**src/rtl/fxywz_sweep_ctrl.sv**
```systemverilog
// rtl/fxywz_sweep_ctrl.sv - clocked, restartable truth-table sweep of the fxywz function block
// Optional self-check (exp_table/mismatch/err_cnt) is built only when SWEEP_CHECK_EN is defined.
module fxywz_sweep_ctrl #(
  parameter int N_IN   = 4,
  parameter int N_OUT  = 2,
  parameter int SETTLE = 1
) (
  input  logic                        clk,
  input  logic                        rst_n,
  input  logic                        start,
  input  logic                        abort,
  input  logic [N_OUT-1:0]            fn_out,
`ifdef SWEEP_CHECK_EN
  input  logic [N_OUT*(2**N_IN)-1:0]  exp_table,
  output logic                        mismatch,
  output logic [N_IN:0]               err_cnt,
`endif
  output logic [N_IN-1:0]             fn_in,
  output logic [N_IN-1:0]             idx,
  output logic                        busy,
  output logic                        done,
  output logic [N_OUT*(2**N_IN)-1:0]  table_out
);

  localparam int NV = 2**N_IN;
  localparam int TW = N_OUT * NV;
  localparam int CW = (SETTLE > 1) ? $clog2(SETTLE) : 1;
  localparam logic [CW-1:0]   CNT_RELOAD = CW'(SETTLE - 1);
  localparam logic [N_IN-1:0] IDX_LAST   = '1;

  if (SETTLE < 1) begin : g_bad_settle
    $error("fxywz_sweep_ctrl: SETTLE must be >= 1");
  end

  typedef enum logic [1:0] {S_IDLE, S_WAIT, S_DONE} state_t;

  state_t          state_q;
  logic [N_IN-1:0] idx_q;
  logic [CW-1:0]   cnt_q;
  logic            busy_q;
  logic            done_q;
  logic [TW-1:0]   table_q;
  logic [TW-1:0]   table_d;
  logic [NV-1:0]   col_mask;

  // One-hot column select; each output bit k owns the NV-bit slice k*NV.
  assign col_mask = {{(NV-1){1'b0}}, 1'b1} << idx_q;

  for (genvar k = 0; k < N_OUT; k++) begin : g_col
    assign table_d[k*NV +: NV] = (table_q[k*NV +: NV] & ~col_mask)
                               | ({NV{fn_out[k]}} & col_mask);
  end

`ifdef SWEEP_CHECK_EN
  logic [N_IN:0]    err_q;
  logic [N_IN:0]    err_d;
  logic             mismatch_q;
  logic [N_OUT-1:0] col_diff;
  logic [N_IN+1:0]  err_sum;

  for (genvar k = 0; k < N_OUT; k++) begin : g_diff
    assign col_diff[k] = |(({NV{fn_out[k]}} ^ exp_table[k*NV +: NV]) & col_mask);
  end

  always_comb begin
    err_sum = {1'b0, err_q} + (N_IN+2)'($countones(col_diff));
    err_d   = err_sum[N_IN+1] ? '1 : err_sum[N_IN:0];
  end

  assign mismatch = mismatch_q;
  assign err_cnt  = err_q;
`endif

  always_ff @(posedge clk) begin
    if (!rst_n) begin
      state_q <= S_IDLE;
      idx_q   <= '0;
      cnt_q   <= '0;
      busy_q  <= 1'b0;
      done_q  <= 1'b0;
      table_q <= '0;
`ifdef SWEEP_CHECK_EN
      err_q      <= '0;
      mismatch_q <= 1'b0;
`endif
    end else begin
      case (state_q)
        S_IDLE: begin
          if (start && !abort) begin
            state_q <= S_WAIT;
            idx_q   <= '0;
            cnt_q   <= CNT_RELOAD;
            busy_q  <= 1'b1;
            table_q <= '0;
`ifdef SWEEP_CHECK_EN
            err_q   <= '0;
`endif
          end
        end
        S_WAIT: begin
          // A settled column is captured even on the edge that aborts.
          if (cnt_q == '0) begin
            table_q <= table_d;
`ifdef SWEEP_CHECK_EN
            err_q   <= err_d;
`endif
          end
          if (abort) begin
            state_q <= S_IDLE;
            idx_q   <= '0;
            busy_q  <= 1'b0;
          end else if (cnt_q != '0) begin
            cnt_q <= cnt_q - 1'b1;
          end else if (idx_q == IDX_LAST) begin
            state_q <= S_DONE;
            idx_q   <= '0;
            busy_q  <= 1'b0;
            done_q  <= 1'b1;
`ifdef SWEEP_CHECK_EN
            mismatch_q <= (err_d != '0);
`endif
          end else begin
            idx_q <= idx_q + 1'b1;
            cnt_q <= CNT_RELOAD;
          end
        end
        S_DONE: begin
          state_q <= S_IDLE;
          done_q  <= 1'b0;
`ifdef SWEEP_CHECK_EN
          mismatch_q <= 1'b0;
`endif
        end
        default: state_q <= S_IDLE;
      endcase
    end
  end

  assign fn_in     = idx_q;
  assign idx       = idx_q;
  assign busy      = busy_q;
  assign done      = done_q;
  assign table_out = table_q;

endmodule

```
**config.mk**
```make
export PLATFORM = sky130hd
export DESIGN_NAME = fxywz_sweep_ctrl
export DESIGN_NICKNAME = d
export VERILOG_FILES = /design/src/rtl/fxywz_sweep_ctrl.sv
export SDC_FILE = /design/constraint.sdc
export NUM_CORES = 1
export LEC_CHECK = 0
export CORE_MARGIN = 4
export CORE_UTILIZATION = 35
export CTS_CLUSTER_DIAMETER = 60
export DETAILED_ROUTE_END_ITERATION = 12
export HOLD_SLACK_MARGIN = 0.15
export PLACE_DENSITY = 0.69
export SKIP_LAST_GASP = 1
export SLEW_MARGIN = 0
export SYNTH_ARGS = -nofsm -noshare
export SYNTH_HDL_FRONTEND = slang
export SYNTH_SLANG_ARGS = --single-unit
```
**constraint.sdc**
```tcl
create_clock -name clk -period 2.7 [get_ports clk]
set_input_delay 0.54 -clock clk [delete_from_list [all_inputs] [get_ports clk]]
set_output_delay 0.54 -clock clk [all_outputs]
set_load 0.05 [all_outputs]
```
==> Word level (Yosys, flattened, before mapping) <==
Cells that the tools add are included.
{ "word_totals": {"ff_bits": 41, "inputBits": 6, "out_inout_bits": 42, "elab_cells": 62} }
{ "classes": {"add_sub_neg": 2, "n_eq_ne": 9, "shift": 1, "muxes": 26, "bitwise": 7, "reduce_logical": 11} }
{ "op_table": {"columns": ["operator", "n"], "rows": [
  ["16-bit bitwise AND", 4],
  ["32-bit 2-to-1 mux", 2],
  ["32-bit one-hot mux with 2 select lines", 1],
  ["16-bit OR", 2],
  ["4-bit 2-to-1 mux", 4],
  ["16-bit inverter", 1],
  ["1-bit by 4-bit << shifter with 16-bit output, first input constant", 1],
  ["3-bit AND reduction", 4],
  ["1-bit 2-to-1 mux", 10],
  ["2-bit 2-to-1 mux", 4],
  ["2-bit inequality test, second input constant", 4],
  ["4-bit one-hot mux with 2 select lines", 1],
  ["4-bit AND reduction", 2],
  ["3-bit inequality test, second input constant", 2],
  ["1-bit one-hot mux with 2 select lines", 3],
  ["4-bit by 1-bit adder with 4-bit output, second input constant", 1],
  ["4-bit == test, second input constant", 1],
  ["2-bit one-hot mux with 2 select lines", 1],
  ["2-bit nonzero test", 2],
  ["2-bit by 1-bit == test with 1-bit output, second input constant", 1],
  ["2-bit == test, second input constant", 1],
  ["2-bit logical NOT", 1],
  ["1-bit logical AND", 1],
  ["1-bit logical NOT", 1],
  ["1-bit subtractor, second input constant", 1]
]} }

==> Longest topological paths before layout <==
{ "logic_depth": {"word_depth": 6, "ltp_mapped": 6, "mapped_depth_nobuf": 5} }

==> Least setup slack after synthesis <==
Ideal clock, no wire load.
{ "synth_path": {"kind": "flip-flop to flip-flop", "startpoint": "register idx_q[1], in the netlist fn_in[1]", "endpoint": "register table_q[7], in the netlist table_out[7]", "setup_ns": 0.070, "arrival_time_ns": 1.817, "t_required_ns": 2.630, "slack_ns": 0.812, "path_stages_with_launch": 6, "n_path_buf": 1, "synth_period_minus_slack_ns": 1.888, "path_cell_list": "dfxtp_1 > ha_1 > clkbuf_1 > nand2_1 > or4_1 > a21oi_1"} }
{ "synth_via": {"elab_chain_cells": 6, "word_cells_on_any_way": 7, "classes_between": "shift: 1; mux: 2; bitwise: 4"} }
{ "synth_lines": {"columns": ["item", "line", "text"], "rows": [
  ["start: declaration", "38", "logic [N_IN-1:0] idx_q;"],
  ["start signal: assignment", "123", "idx_q <= idx_q + 1'b1;"],
  ["1-bit by 4-bit << shifter with 16-bit output (*)", "47", "assign col_mask = {{(NV-1){1'b0}}, 1'b1} << idx_q;"],
  ["16-bit inverter", "50", "assign table_d[k*NV +: NV] = (table_q[k*NV +: NV] & ~col_mask)"],
  ["16-bit bitwise AND", "50", null],
  ["16-bit OR (*)", "51", "| ({NV{fn_out[k]}} & col_mask);"],
  ["32-bit 2-to-1 mux (*)", "102", "if (cnt_q == '0) begin"],
  ["32-bit one-hot mux with 2 select lines (*)", "87", "case (state_q)"],
  ["end signal: assignment", "103", "table_q <= table_d;"],
  ["end: declaration", "42", "logic [TW-1:0] table_q;"]
]} }
Mark *: on every way between the ends. The rest lies on a longest branch, timed or not. The select of a mux whose other input is x is not followed.
A chain may end at the register's enable or synchronous reset.

==> Final worst setup path <==
{ "layout_path": {"startpoint": "register idx_q[3], in the netlist fn_in[3]", "endpoint": "output fn_in[3]"} }
{ "layout_lines": {"columns": ["item", "line", "text"], "rows": [
  ["end: declaration", "18", "output logic [N_IN-1:0] fn_in,"]
]} }
No word-level cell between the ends.

==> out/results.ini <==
[floorplanning]
initial_core_util = 0.363
die_h_um = 81.0
num_rows = 26
fp.dieArea_um2 = 6560
core_area_um2 = 5140
boundaryPins = 48
die_width_um = 81.0

[synth]
synth_edf_count = 0
synth_flop_cell = dfxtp_1
syn-num-nets = 230
synth.cell_area_um2 = 1870
synth_warnings = 0
synth_cell_types = 40
netlist_instances = 219
synth_seq_area_share = 0.429
synth_area_per_cell_um2 = 8.52
synthArstFlopShare = 0
synth.ff_latch_count = 40

[drt]
drtPass1Iterations = 4
vias_per_cell = 5.12
routed_wl_um = 4620
vias = 1680
first_iter_violations = 178
wl_per_cell_um = 14.1
antenna_left = 0
drc = 0

[clocking]
cts_sinks = 40
cts_buffers = 5
postCtsSetupBuffers = 0
clkTransAtPathRegs_ps = 70
post_cts_resized = 0
worst_skew_pair.late_latency_ps = 290
cts_hold_buf = 0
cts_tree = yes
clockBufferDepth = 2
cts_max_level = 2
cts_root_buffer = clkbuf_8

[power_and_ir_drop]
finalPower_mw = 1.10
peakVddDrop_uv = 260
intPower_uw = 835
p_sw_frac = 0.243
p_seq_frac = 0.543
power.density_nw_per_um2 = 461
pwr-share-comb = 0.091
leakage_nw = 0.796
power.share.clock = 0.366
p_sw_uw = 268

[placement]
place_inst = 320
place_congestion = 0.782
dpl.hpwl_um = 3380
placement.io_buffers = 47

[worst_setup_path]
critPathTopFamily = buffers and inverters
worstPathMaxFanout = 13
worstPathCellList = clkdlybuf4s50_1
crit_type = reg -> out
required_ps = 2160
arrival_ps = 1700
cp_slowest_cell = clkdlybuf4s50_1
cp.buffers_inverters = 1
end_kind = output pin
start_kind = flip-flop
slowest_delay_ps = 870

[timing]
relSlewSlack = 0.603
setup_viol = 0
fin_setup_tns_ps = 0
slew_violations = 0
finalCritPeriodShare = 0.829
hold_violations = 0
fin_crit_ps = 2240
worst_pin_slew_ps = 594
timing.fmax_mhz = 447
rsz0062_at_grt = false
fin_skew_ps = 5.70

[global_routing]
grt_max_degree = 27
antenna_found_initial = 0
groute.usage.overall = 0.148
grt_pass1_vias = 1553
grt_pass1_wl_um = 7540
grt_overflow = 0

[layout]
drive_above_1_share = 0.0659
final_nets = 268
antenna_cells = 0
nFillCells = 531
seq_area_um2 = 801
area_growth_pct = 28.1
instances_no_fill = 328
multiInputGateArea_um2 = 892

[status]
run_status = complete, no violations

[flow_run]
drv_cap = 0

[hold_path]
hp-class = reg -> reg

## routing by layer
metal | wire length, µm | vias up | GRT usage | share of wire
met3 | 178 | 8 | 0.0355 | 0.039
met1 | 2180 | 779 | 0.190 | 0.47
met2 | 2190 | 43 | 0.239 | 0.47
met4 | 73 | 0 | 0.0574 | 0.016
met5 | 0 | - | 0 | 0
li1 | - | 850 | - | -
## area by class of cell
class                      instances  share of cell area
multi-input combinational        154               0.373
sequential                        40               0.335
timing repair buffer              51               0.209
clock buffer                       8              0.0377
tap                               70              0.0366
inverter                           5             0.00785
## cells in the mapped netlist, types with 2 or more instances
cell,number,area [µm²]
dfxtp_1,40,801
a21oi_1,34,170
nand2_1,31,116
o21ai_0,17,85.1
nand3_1,10,50.1
nor2_1,10,37.5
buf_6,8,90.1
o22ai_1,6,37.5
ha_1,5,62.6
mux2i_1,5,50.1
buf_4,4,30.0
clkbuf_1,4,15.0
nand4_1,4,25.0
o211ai_1,4,30.0
o31ai_1,4,30.0
buf_2,3,15.0
inv_1,3,11.3
and3_1,2,12.5
inv_2,2,7.51
nor2b_1,2,12.5
or4_1,2,15.0
## logic make-up after synthesis
family | share of synthesized area
AND/OR/NAND/NOR | 0.201
adder cells (fa/ha/maj) | 0.0335
AO/OA/AOI/OAI | 0.217
buffers and inverters | 0.0926
flip-flops | 0.429
multiplexers | 0.0268
## placed cells by master, fill, tap and decap left out, drive strengths merged, types with 4 or more instances in the layout
cell and count:
clkdlybuf4s50 47, dfxtp 40, a21oi 34, nand2 31, o21ai 17, nor2 11
nand3 10, clkbuf 8, o22ai 6, mux2i 5, ha 5, inv 5
nand4 4, o211ai 4, o31ai 4, buf 4
## registers in the layout (all words and copies together), names as in the netlist
signal and flops:
busy 1, done 1, fn_in 4, state_q 2, table_out 32
## stage by stage
step / area (µm²) / utilization / setup WS, ps / hold slack (ps)
after floorplan: 1870 / - / 812 / 624
after global placement: 2300 / 0.447 / 566 / 447
after detailed placement: 2300 / 0.447 / 499 / 455
after CTS: 2390 / 0.465 / 447 / 465
after global routing: 2390 / 0.465 / 383 / 487
final: 2390 / 0.465 / 461 / 460
## worst paths after layout
kind           startpoint      endpoint  slack [ps]  cells past startpoint
min reg2reg  table_out[9]  table_out[9]         460                      2
max              fn_in[3]      fn_in[3]         460                      1
max reg2reg      fn_in[3]  table_out[8]        1060                      4
min          table_out[9]  table_out[9]         460                      2
## power groups by stage
stage          logic [mW]  clock network, mW  registers [mW]
2_1_floorplan      0.0650                  0           0.622
3_3_place_gp       0.0995                  0           0.612
3_5_place_dp       0.0996                  0           0.613
4_1_cts            0.0997              0.414           0.599
5_1_grt             0.110              0.436           0.599
6_report            0.100              0.404           0.599
Note: power is estimated with default switching activity, not from simulation.
